$ cat config.mk
export PLATFORM = sky130hd
export DESIGN_NAME = pulse_gen_multi
export DESIGN_NICKNAME = d
export VERILOG_FILES = /design/src/rtl/pulse_gen_multi.sv
export SDC_FILE = /design/constraint.sdc
export NUM_CORES = 1
export LEC_CHECK = 0
export ABC_AREA = 1
export BUFFER_PORTS_ARGS = -buffer_cell sky130_fd_sc_hd__buf_2
export CAP_MARGIN = 25
export CORE_AREA = 2 2 39 41
export CTS_CLUSTER_DIAMETER = 200
export CTS_CLUSTER_SIZE = 30
export DETAILED_ROUTE_END_ITERATION = 8
export DIE_AREA = 0 0 41 43
export HOLD_SLACK_MARGIN = 0.08
export PLACE_DENSITY = 0.67
export SLEW_MARGIN = 5
export SYNTH_ARGS = -nofsm -noshare
export SYNTH_HDL_FRONTEND = slang
export SYNTH_SLANG_ARGS = --single-unit
$ cat constraint.sdc
create_clock -name clk -period 1.1 [get_ports clk]
set_clock_uncertainty 0.1 [all_clocks]
set_input_delay 0.33 -clock clk [delete_from_list [all_inputs] [get_ports clk]]
set_output_delay 0.33 -clock clk [all_outputs]
set_load 0.005 [all_outputs]
$ cat src/rtl/pulse_gen_multi.sv
`timescale 1ns/1ps
// pulse_gen_multi: multi-channel edge-to-pulse generator.
// Each channel turns a qualifying edge on enable[i] into a registered
// trigger[i] pulse of PULSE_LEN cycles, followed by an optional HOLDOFF
// window. Edges arriving while busy either restart the pulse (RETRIGGER=1)
// or set a sticky missed[i] flag (RETRIGGER=0).
// Optional build macro PULSE_SYNC_EN: inserts a 2-flop synchroniser on each
// enable bit so enable may be asynchronous to clk (adds 2 cycles latency).
module pulse_gen_multi #(
    parameter int CHANNELS  = 4,
    parameter int PULSE_LEN = 1,
    parameter int EDGE_MODE = 0,   // 0 rising, 1 falling, 2 both
    parameter int HOLDOFF   = 0,
    parameter int RETRIGGER = 0
) (
    input  logic                clk,
    input  logic                rst,
    input  logic [CHANNELS-1:0] enable,
    input  logic [CHANNELS-1:0] clr_missed,
    output logic [CHANNELS-1:0] trigger,
    output logic [CHANNELS-1:0] busy,
    output logic [CHANNELS-1:0] missed
);

    localparam int MAX_LEN = (PULSE_LEN > HOLDOFF) ? PULSE_LEN : HOLDOFF;
    localparam int CW      = ($clog2(MAX_LEN + 1) < 1) ? 1 : $clog2(MAX_LEN + 1);
    localparam logic [CW-1:0] PULSE_LOAD = CW'(PULSE_LEN - 1);
    localparam logic [CW-1:0] HOLD_LOAD  = CW'((HOLDOFF > 0) ? HOLDOFF - 1 : 0);

    typedef enum logic [1:0] {
        IDLE  = 2'd0,
        PULSE = 2'd1,
        HOLD  = 2'd2
    } state_t;

    logic [CHANNELS-1:0] en_s;      // enable as seen by edge detect
    logic [CHANNELS-1:0] prev;      // previous sample of en_s
    logic [CHANNELS-1:0] rise;
    logic [CHANNELS-1:0] fall;
    logic [CHANNELS-1:0] edge_hit;

    // Previous-sample register for edge detection; resets to 0 so a level
    // held high through reset release yields exactly one rising edge.
    // NOTE: sequential state uses non-blocking (<=) so every flop samples
    // pre-edge values; blocking here would create order-dependent shifting.
    always_ff @(posedge clk or posedge rst) begin
        if (rst) begin
            prev <= '0;
        end else begin
            prev <= en_s;
        end
    end

`ifdef PULSE_SYNC_EN
    logic [CHANNELS-1:0] sync_q1;
    logic [CHANNELS-1:0] sync_q2;

    // Two-flop synchroniser bringing asynchronous enable into the clk domain
    always_ff @(posedge clk or posedge rst) begin
        if (rst) begin
            sync_q1 <= '0;
            sync_q2 <= '0;
        end else begin
            sync_q1 <= enable;
            sync_q2 <= sync_q1;
        end
    end

    assign en_s = sync_q2;
`else
    assign en_s = enable;
`endif

    assign rise     = en_s & ~prev;
    assign fall     = ~en_s & prev;
    assign edge_hit = (EDGE_MODE == 0) ? rise :
                      (EDGE_MODE == 1) ? fall : (rise | fall);

    for (genvar i = 0; i < CHANNELS; i++) begin : g_ch
        state_t        state;
        logic [CW-1:0] cnt;
        logic          trig_q;
        logic          busy_q;
        logic          miss_q;

        // Per-channel IDLE/PULSE/HOLD sequencer with registered outputs
        always_ff @(posedge clk or posedge rst) begin
            if (rst) begin
                state  <= IDLE;
                cnt    <= '0;
                trig_q <= 1'b0;
                busy_q <= 1'b0;
                miss_q <= 1'b0;
            end else begin
                // A dropped edge later in this block overrides the clear.
                if (clr_missed[i]) begin
                    miss_q <= 1'b0;
                end
                case (state)
                    IDLE: begin
                        if (edge_hit[i]) begin
                            state  <= PULSE;
                            cnt    <= PULSE_LOAD;
                            trig_q <= 1'b1;
                            busy_q <= 1'b1;
                        end
                    end
                    PULSE, HOLD: begin
                        if (edge_hit[i] && (RETRIGGER != 0)) begin
                            state  <= PULSE;
                            cnt    <= PULSE_LOAD;
                            trig_q <= 1'b1;
                            busy_q <= 1'b1;
                        end else begin
                            if (edge_hit[i]) begin
                                miss_q <= 1'b1;
                            end
                            if (cnt != '0) begin
                                cnt <= cnt - CW'(1);
                            end else if ((state == PULSE) && (HOLDOFF != 0)) begin
                                state  <= HOLD;
                                cnt    <= HOLD_LOAD;
                                trig_q <= 1'b0;
                            end else begin
                                state  <= IDLE;
                                trig_q <= 1'b0;
                                busy_q <= 1'b0;
                            end
                        end
                    end
                    default: begin
                        state  <= IDLE;
                        cnt    <= '0;
                        trig_q <= 1'b0;
                        busy_q <= 1'b0;
                    end
                endcase
            end
        end

        assign trigger[i] = trig_q;
        assign busy[i]    = busy_q;
        assign missed[i]  = miss_q;
    end

endmodule

==> results of run 1 <==
==> state kept, by name, indices dropped and copies added, names as in the netlist <==
signal and flops:
g_ch.miss_q 4, g_ch.busy_q 4, prev 4
==> power by group through the flow <==
stage / Clock [mW] / Combinational, mW / Sequential, mW
after floorplan: 0 / 0.0643 / 0.485
final: 0.343 / 0.102 / 0.474
after global placement: 0 / 0.0769 / 0.485
after detailed placement: 0 / 0.0784 / 0.486
after global routing: 0.376 / 0.119 / 0.476
after CTS: 0.363 / 0.0960 / 0.474
==> area by class of cell <==
class                      instances  area [um^2]
fill                             135        735.7
sequential                        12        300.3
timing repair buffer              29        167.7
multi-input combinational         20        90.09
clock buffer                       4        36.28
inverter                           9        33.78
tap                               16        20.02
==> through the flow <==
stage / std cells / hold WS, ns / utilization [%] / setup TNS [ns] / instance area [um^2]
6_report: 90 / 0.08916 / 46.84 / -1.341 / 648.1
5_1_grt: 90 / 0.08847 / 46.84 / -1.762 / 648.1
4_1_cts: 87 / 0.08111 / 45.21 / -1.523 / 625.6
3_5_place_dp: 78 / 0.2497 / 39.69 / 0 / 549.3
3_3_place_gp: 78 / 0.2496 / 39.69 / 0 / 549.3
2_1_floorplan: 53 / 0.09470 / - / 0 / 514.2
==> worst min-delay path by stage <==
stage	slack, ns	to	from	cells after the start
after detailed placement	0.25	prev[0]	rst	2
after global routing	0.09	prev[1]	enable[1]	1
after CTS	0.08	prev[0]	enable[0]	1
after floorplan	0.09	g_ch[0].busy_q	rst	1
after global placement	0.25	g_ch[0].busy_q	rst	2
final	0.09	prev[2]	enable[2]	1
==> layer usage <==
layer  vias up  track usage, %  wire length, um
met2        18           14.06              357
met1       151           12.93              306
met4         0           14.00               36
li1        184               -                -
met3         4           1.571               65
met5         -               0                0
==> synth_stat cells <==
cell | instances | area share [%]
dfrtp_1 | 12 | 58
nand2_1 | 12 | 8.8
nand3_1 | 4 | 3.9
buf_4 | 12 | 18
inv_1 | 9 | 6.6
nor2_2 | 4 | 4.9
==> logic make-up (layout without fill, tap and decap cells) <==
group,after synthesis,after routing,share of synthesized area (%)
flip-flops,12,12,58.39
buffers and inverters,21,42,24.09
AND/OR/NAND/NOR,20,20,17.52
==> repair_timing <==
action | in CTS | in global routing
setup buffers | 4 | 3
endpoints found under the setup margin | 12 | 12
endpoints found under the hold margin | 12 | 0
hold buffers | 1 | 0
gates cloned | 0 | 0
==> impl_metrics.tcl, run 1 <==
set metrics [dict create \
    status "finished with violations" \
    violations "negative setup slack" \
    yosysWarnings 0 \
    p_comb_share_pct 11.1 \
    cts-resized-gates 0 \
    end_kind "output port" \
    required_ns 0.67 \
    power.density_nw_per_um2 1418 \
    crit_end "busy[0]" \
    die-height_um 43 \
    ys_ff_latch 12 \
    start_util_pct 37.16 \
    p_seq_share_pct 51.5 \
    die_w_um 41 \
    reg2reg_depth 4 \
    rr_startpoint "g_ch[0].busy_q" \
    hold_viol 0 \
    leakage_nw 0.4110 \
    grt_overflow_total 0 \
    fmax_ghz 0.8176 \
    reg2reg_to "g_ch[0].miss_q" \
    crit_chain "buf_2" \
    switchingPower_mw 0.1993 \
    drc 0 \
    drtAntennaViolNets 0 \
    p_int_mw 0.7200 \
    wl_per_cell_um 8.511 \
    hp-class "input pin to flop" \
    crit_fanout 3 \
    synth_nets 63 \
    tightest_slew_ns 0.4221 \
    cp.depth 1 \
    grt_pass1_wl_mm 1.186 \
    slew_viol_final 0 \
    antenna_found_initial 0 \
    pwr-share-clk_pct 37.3 \
    ir_drop_uv 580.1 \
    final_cell_mix "buf_2, nand2_1, dfrtp_1" \
    numPortBuffers 21 \
    cp-start-kind "flop" \
    min_period_ns 1.223 \
    dp_hpwl_um 540.7 \
    synth_cell_types 6 \
    clock_path_buffers 2 \
    dieArea_um2 1763 \
    routed_wl_um 766 \
    crit_buf_inv 1 \
    grt_max_degree 13 \
    finalCritPeriodShare_pct 111.2 \
    cts_root_buffer "clkbuf_4" \
    grt_pass1_vias 294 \
    drt-pass1-iter-count 1 \
    cts_buffers 3 \
    detailedPlace.worstSlack_ns 0.1380 \
    grt_usage_pct 10.93 \
    area_growth_pct 26.03 \
    setup_violations 12 \
    clkLatencyLatePin_ns 0.27 \
    ios 22 \
    swShare_pct 21.68 \
    cts.clk_slew.worst_paths_ns 0.07 \
    vias_per_cell 3.967 \
    placementRows 14 \
    cts_tree "yes" \
    drt_iter0_drc 0 \
    cts.sinks 12 \
    cp.arrival_ns 0.79 \
    diodes 0 \
    yosysSeqAreaShare_pct 58.39 \
    startpoint "g_ch[0].busy_q" \
    gp_congestion 0.6991 \
    slew_headroom_pct 71.83 \
    layout_commonest_cell "buf_2" \
    fin_nets 85 \
    core_area_um2 1384 \
    critPathKind "flop to output port" \
    netlist_area_um2 514.2 \
    r2r_slack_ns 0.13 \
    rsz0062_at_grt "yes" \
    setup_slack_ns -0.1230 \
    postSynthCellCount 53 \
    dr_total_vias 357 \
    layout-drive-gt1-share_pct 48.65 \
    max_stage_delay_ns 0.39 \
    power_mw 0.9193 \
    h-tree-depth 1 \
    avgSynthCellArea_um2 9.703 \
    cap_violations 0 \
    slowest_stage "dfrtp_1" \
    path_delay_family "flip-flops" \
]
(Power assumes the default switching activity.)
==> run 2, diff against run 1 <==
- CELL_PAD_IN_SITES_DETAIL_PLACEMENT: unset -> 0
- CELL_PAD_IN_SITES_GLOBAL_PLACEMENT: unset -> 1
- CORE_AREA: 2 2 39 41 -> unset
- CORE_MARGIN: unset -> 1
- CORE_UTILIZATION: unset -> 32
- DIE_AREA: 0 0 41 43 -> unset
- PLACE_DENSITY: 0.67 -> unset
- PLACE_DENSITY_LB_ADDON: unset -> 0.1
==> impl_metrics.tcl, run 2 (synthesis results as in run 1) <==
set metrics [dict create \
    status "finished with violations" \
    violations "negative setup slack" \
    clkLatencyLatePin_ns 0.26 \
    layout_commonest_cell "buf_2" \
    detailedPlace.worstSlack_ns 0.1436 \
    wl_per_cell_um 8.456 \
    dieArea_um2 1771 \
    die-height_um 42.09 \
    path_delay_family "flip-flops" \
    crit_buf_inv 1 \
    end_kind "output port" \
    max_stage_delay_ns 0.40 \
    cts_root_buffer "clkbuf_4" \
    critPathKind "flop to output port" \
    core_area_um2 1506 \
    r2r_slack_ns 0.20 \
    grt_overflow_total 0 \
    tightest_slew_ns 0.1535 \
    grt_pass1_vias 324 \
    fin_nets 86 \
    hp-class "input pin to flop" \
    gp_congestion 0.6300 \
    grt_pass1_wl_mm 1.317 \
    rr_startpoint "g_ch[3].busy_q" \
    fmax_ghz 0.8175 \
    vias_per_cell 3.911 \
    start_util_pct 34.14 \
    rsz0062_at_grt "yes" \
    routed_wl_um 761 \
    slew_viol_final 0 \
    finalCritPeriodShare_pct 111.2 \
    cp-start-kind "flop" \
    ios 22 \
    fill_cells 164 \
    placementRows 14 \
    cts.sinks 12 \
    dp_hpwl_um 535.7 \
    drt_iter0_drc 7 \
    crit_end "busy[3]" \
    numPortBuffers 21 \
    cts_buffers 3 \
    reg2reg_to "g_ch[3].busy_q" \
    setup_slack_ns -0.1233 \
    final_cell_mix "buf_2, nand2_1, dfrtp_1" \
    power.density_nw_per_um2 1296 \
    cts_tree "yes" \
    ir_drop_uv 637.9 \
    reg2reg_depth 3 \
    leakage_nw 0.4085 \
    drtAntennaViolNets 0 \
    cp.depth 1 \
    crit_fanout 4 \
    dr_total_vias 352 \
    layout-drive-gt1-share_pct 48.65 \
    hold_viol 0 \
    area_growth_pct 24.82 \
    cap_violations 0 \
    drc 0 \
    slew_headroom_pct 89.77 \
    required_ns 0.67 \
    drt-pass1-iter-count 7 \
    power_mw 0.8316 \
    slowest_stage "dfrtp_1" \
    cts-resized-gates 0 \
    grt_usage_pct 9.909 \
    grt_max_degree 13 \
    setup_violations 12 \
    antenna_found_initial 0 \
    h-tree-depth 1 \
    cp.arrival_ns 0.79 \
    diodes 0 \
    cts.clk_slew.worst_paths_ns 0.07 \
    clock_path_buffers 2 \
    crit_chain "buf_2" \
    die_w_um 42.09 \
    largest_registers "g_ch.busy_q (4), g_ch.miss_q (4), prev (4)" \
    min_period_ns 1.223 \
    startpoint "g_ch[3].busy_q" \
]
==> run 2: cell count changes in the layout (fill, tap and decap cells not counted), sizes merged <==
| cell | delta |
|---|---|
| buf | +1 |
| clkbuf | -1 |
==> run 2: worst min-delay path by stage <==
stage / depth (start not counted) / start / slack [ns] / endpoint
after floorplan: 1 / rst / 0.09 / g_ch[0].busy_q
after global placement: 3 / rst / 0.22 / g_ch[2].miss_q
after detailed placement: 3 / rst / 0.23 / g_ch[2].miss_q
after CTS: 1 / enable[3] / 0.09 / prev[3]
after global routing: 1 / enable[3] / 0.09 / prev[3]
final: 1 / enable[0] / 0.10 / prev[0]
==> run 2: what timing repair did <==
action | 4_1_cts | 5_1_grt
setup endpoints to repair | 12 | 12
hold buffers | 1 | 0
endpoints found under the hold margin | 12 | 0
pin swaps | 0 | 0
setup buffers | 5 | 2
gates cloned | 0 | 0
==> run 2: per-stage QoR <==
stage | instances | cell area (um^2) | util (%) | setup TNS, ns | hold WS [ns]
6_report | 90 | 641.9 | 42.61 | -1.195 | 0.1009
2_1_floorplan | 53 | 514.2 | - | 0 | 0.09470
4_1_cts | 88 | 626.9 | 41.61 | -1.358 | 0.09051
3_3_place_gp | 79 | 556.8 | 36.96 | 0 | 0.2239
5_1_grt | 90 | 641.9 | 42.61 | -1.579 | 0.09059
3_5_place_dp | 79 | 556.8 | 36.96 | 0 | 0.2251
==> run 2: cell type report <==
class	count	area (um^2)	area share, %
sequential	12	300.3	46.78
timing repair buffer	30	175.2	27.29
multi-input combinational	20	90.09	14.04
inverter	9	33.78	5.263
clock buffer	3	22.52	3.509
tap	16	20.02	3.119
==> run 2: worst register-to-register path, cell delays in order, from the launching register on <==
cell,delay [ns]
dfrtp_1,0.40
buf_4,0.14
buf_4,0.12
nor2_2,0.08
==> run 2: layer usage <==
layer	track usage [%]	wire length, um	share of wire (%)
met1	13.13	345	45
met2	14.69	370	49
met3	2.586	46	6.0
met4	5.625	0	0
met5	0	0	0
==> run 2: power breakdown <==
group,internal [mW],leakage [nW],switching (mW)
clock network,0.126,0.0138,0.126
logic,0.0576,0.241,0.0474
registers,0.464,0.153,0.0102
==> run 3, diff against run 2 <==
- ABC_AREA: 1 -> 0
- CORE_UTILIZATION: 32 -> 33
==> impl_metrics.tcl, run 3 <==
set metrics [dict create \
    status "finished with violations" \
    violations "design-rule violations, negative setup slack" \
    fin_hold_ws_ns 0.1002 \
    synth_top_area_cell "dfrtp_1" \
    path_delay_family "flip-flops" \
    synthDominantCellAreaShare_pct 57.28 \
    rsz0062_at_grt "yes" \
    crit_fanout 3 \
    final.setup.tns_ns -1.127 \
    reg2reg_to "g_ch[0].miss_q" \
    gr-usage-met3_pct 2.609 \
    slowest_stage "dfrtp_1" \
    gp_congestion 0.6872 \
    die_w_um 41.86 \
    drt-pass1-iter-count 6 \
    end_kind "output port" \
    setup_slack_ns -0.1122 \
    slew_viol_final 0 \
    design_area_um2 655.6 \
    yosysWarnings 0 \
    hp-class "input pin to flop" \
    antenna_found_initial 0 \
    p_int_mw 0.6546 \
    ys_ff_latch 12 \
    start_util_pct 35.21 \
    placed_area_um2 559.3 \
    min_from "enable[0]" \
    use_met2_pct 20.00 \
    layout_commonest_cell "buf_2" \
    area_growth_pct 25.06 \
    tightest_slew_ns 0.2578 \
    startpoint "g_ch[1].busy_q" \
    power.density_nw_per_um2 1268 \
    setup_violations 12 \
    crit_buf_inv 1 \
    grt_max_degree 13 \
    diodes 0 \
    cts_buffers 3 \
    async_reset_ff_share_pct 100.0 \
    numPortBuffers 21 \
    clock_path_buffers 2 \
    avgSynthCellArea_um2 12.79 \
    placementRows 14 \
    cap_violations 0 \
    min_period_ns 1.212 \
    dr_total_vias 339 \
    routed_wl_um 794 \
    synth_edf_count 0 \
    drc 1 \
    wl_per_cell_um 10.18 \
    dieArea_um2 1752 \
    synthTopCellsByArea "dfrtp_1, buf_4, nor3b_2" \
    cp.depth 1 \
    synth_nets 51 \
    fmax_ghz 0.8249 \
    p_comb_share_pct 13.2 \
    crit_end "trigger[1]" \
    core_area_um2 1489 \
    cts.sinks 12 \
    synth_cell_types 6 \
    ir_drop_uv 614.2 \
    grt_pass1_vias 377 \
    netlist_area_um2 524.3 \
    pwr-share-clk_pct 29.3 \
    required_ns 0.67 \
    largest_registers "g_ch.busy_q (4), g_ch.miss_q (4), prev (4)" \
    final_cell_mix "buf_2, dfrtp_1, buf_4" \
    leakage_nw 0.3482 \
    finalCritPeriodShare_pct 110.2 \
    clkLatencyLatePin_ns 0.26 \
    r2r_slack_ns 0.10 \
    grt_usage_pct 11.31 \
    slew_headroom_pct 82.78 \
    cts_tree "yes" \
    layout-drive-gt1-share_pct 66.13 \
    cts.clk_slew.worst_paths_ns 0.06 \
    p_seq_share_pct 57.5 \
    swShare_pct 21.23 \
    busiest_layer "met2" \
    dp_hpwl_um 619.4 \
    drtAntennaViolNets 0 \
    max_stage_delay_ns 0.40 \
    cts_root_buffer "clkbuf_4" \
    die-height_um 41.86 \
    crit_chain "buf_2" \
    finish.utilization_pct 44.03 \
    hold_viol 0 \
    synth_commonest_cells "buf_4, dfrtp_1, inv_1" \
    critPathKind "flop to output port" \
    h-tree-depth 1 \
    vias_per_cell 4.346 \
    cp-start-kind "flop" \
    drt_iter0_drc 3 \
    grt_pass1_wl_mm 1.462 \
    ios 22 \
    postSynthCellCount 41 \
    grt_overflow_total 0 \
    switchingPower_mw 0.1764 \
    yosysSeqAreaShare_pct 57.28 \
    rr_startpoint "g_ch[0].busy_q" \
    fin_nets 74 \
    reg2reg_depth 4 \
    use_met1_pct 11.61 \
    synth_ff_type "dfrtp_1" \
    cp.arrival_ns 0.78 \
]
-- run 3: cell count changes in the layout (fill, tap and decap cells not counted), sizes merged --
cell and change:
clkinvlp +1, inv -5, nand2 -12, nand3 -4, nand3b +4, nor2 -4, nor3b +4, o21ai +4
-- run 3: how the worst min path moves through the flow --
| stage | depth (start not counted) | end |
|---|---|---|
| after floorplan | 1 | g_ch[0].busy_q |
| after global placement | 2 | prev[2] |
| after global routing | 1 | prev[0] |
| final | 1 | prev[0] |
| after CTS | 1 | prev[0] |
| after detailed placement | 2 | prev[1] |
-- run 3: cell type report --
| class | count | area, um^2 |
|---|---|---|
| well taps | 16 | 20.02 |
| fillers | 141 | 833.3 |
| flip-flops and latches | 12 | 300.3 |
| inverters | 5 | 22.52 |
| multi-input cells | 12 | 115.1 |
| clock buffers | 3 | 22.52 |
| repair buffers | 30 | 175.2 |
-- run 3: routing by layer --
metal / vias up / share of wire [%]
met3: 0 / 6.3
li1: 163 / -
met4: 0 / 0
met5: - / 0
met1: 163 / 36
met2: 13 / 58
-- run 3: logic make-up (layout without fill, tap and decap cells) --
group / Yosys count / after routing / synth area share, %
AO/OA/AOI/OAI: 4 / 4 / 6.682
buffers and inverters: 17 / 38 / 20.76
flip-flops: 12 / 12 / 57.28
AND/OR/NAND/NOR: 8 / 8 / 15.28
-- run 3: timing repair --
action	in CTS	in global routing
resized for setup	0	1
pin swaps	0	0
endpoints found under the setup margin	12	24
setup buffers	5	3
hold endpoints to repair	12	0
hold buffers	1	0
-- run 3: power groups by stage --
stage                     registers, mW  clock network [mW]  logic, mW
after floorplan                   0.487                   0     0.0662
after global placement            0.488                   0     0.0782
after detailed placement          0.490                   0     0.0819
after CTS                         0.477               0.266      0.103
after global routing              0.481               0.289      0.123
final                             0.478               0.244      0.110
-- run 3: metrics by stage --
stage	worst slack [ns]	power, mW	cells
floorplan	0.1470	0.5534	41
global placement	0.1481	0.5661	66
detailed placement	0.1433	0.5718	66
CTS	-0.1203	0.8460	75
global route	-0.1705	0.8925	78
finish	-0.1122	0.8310	78
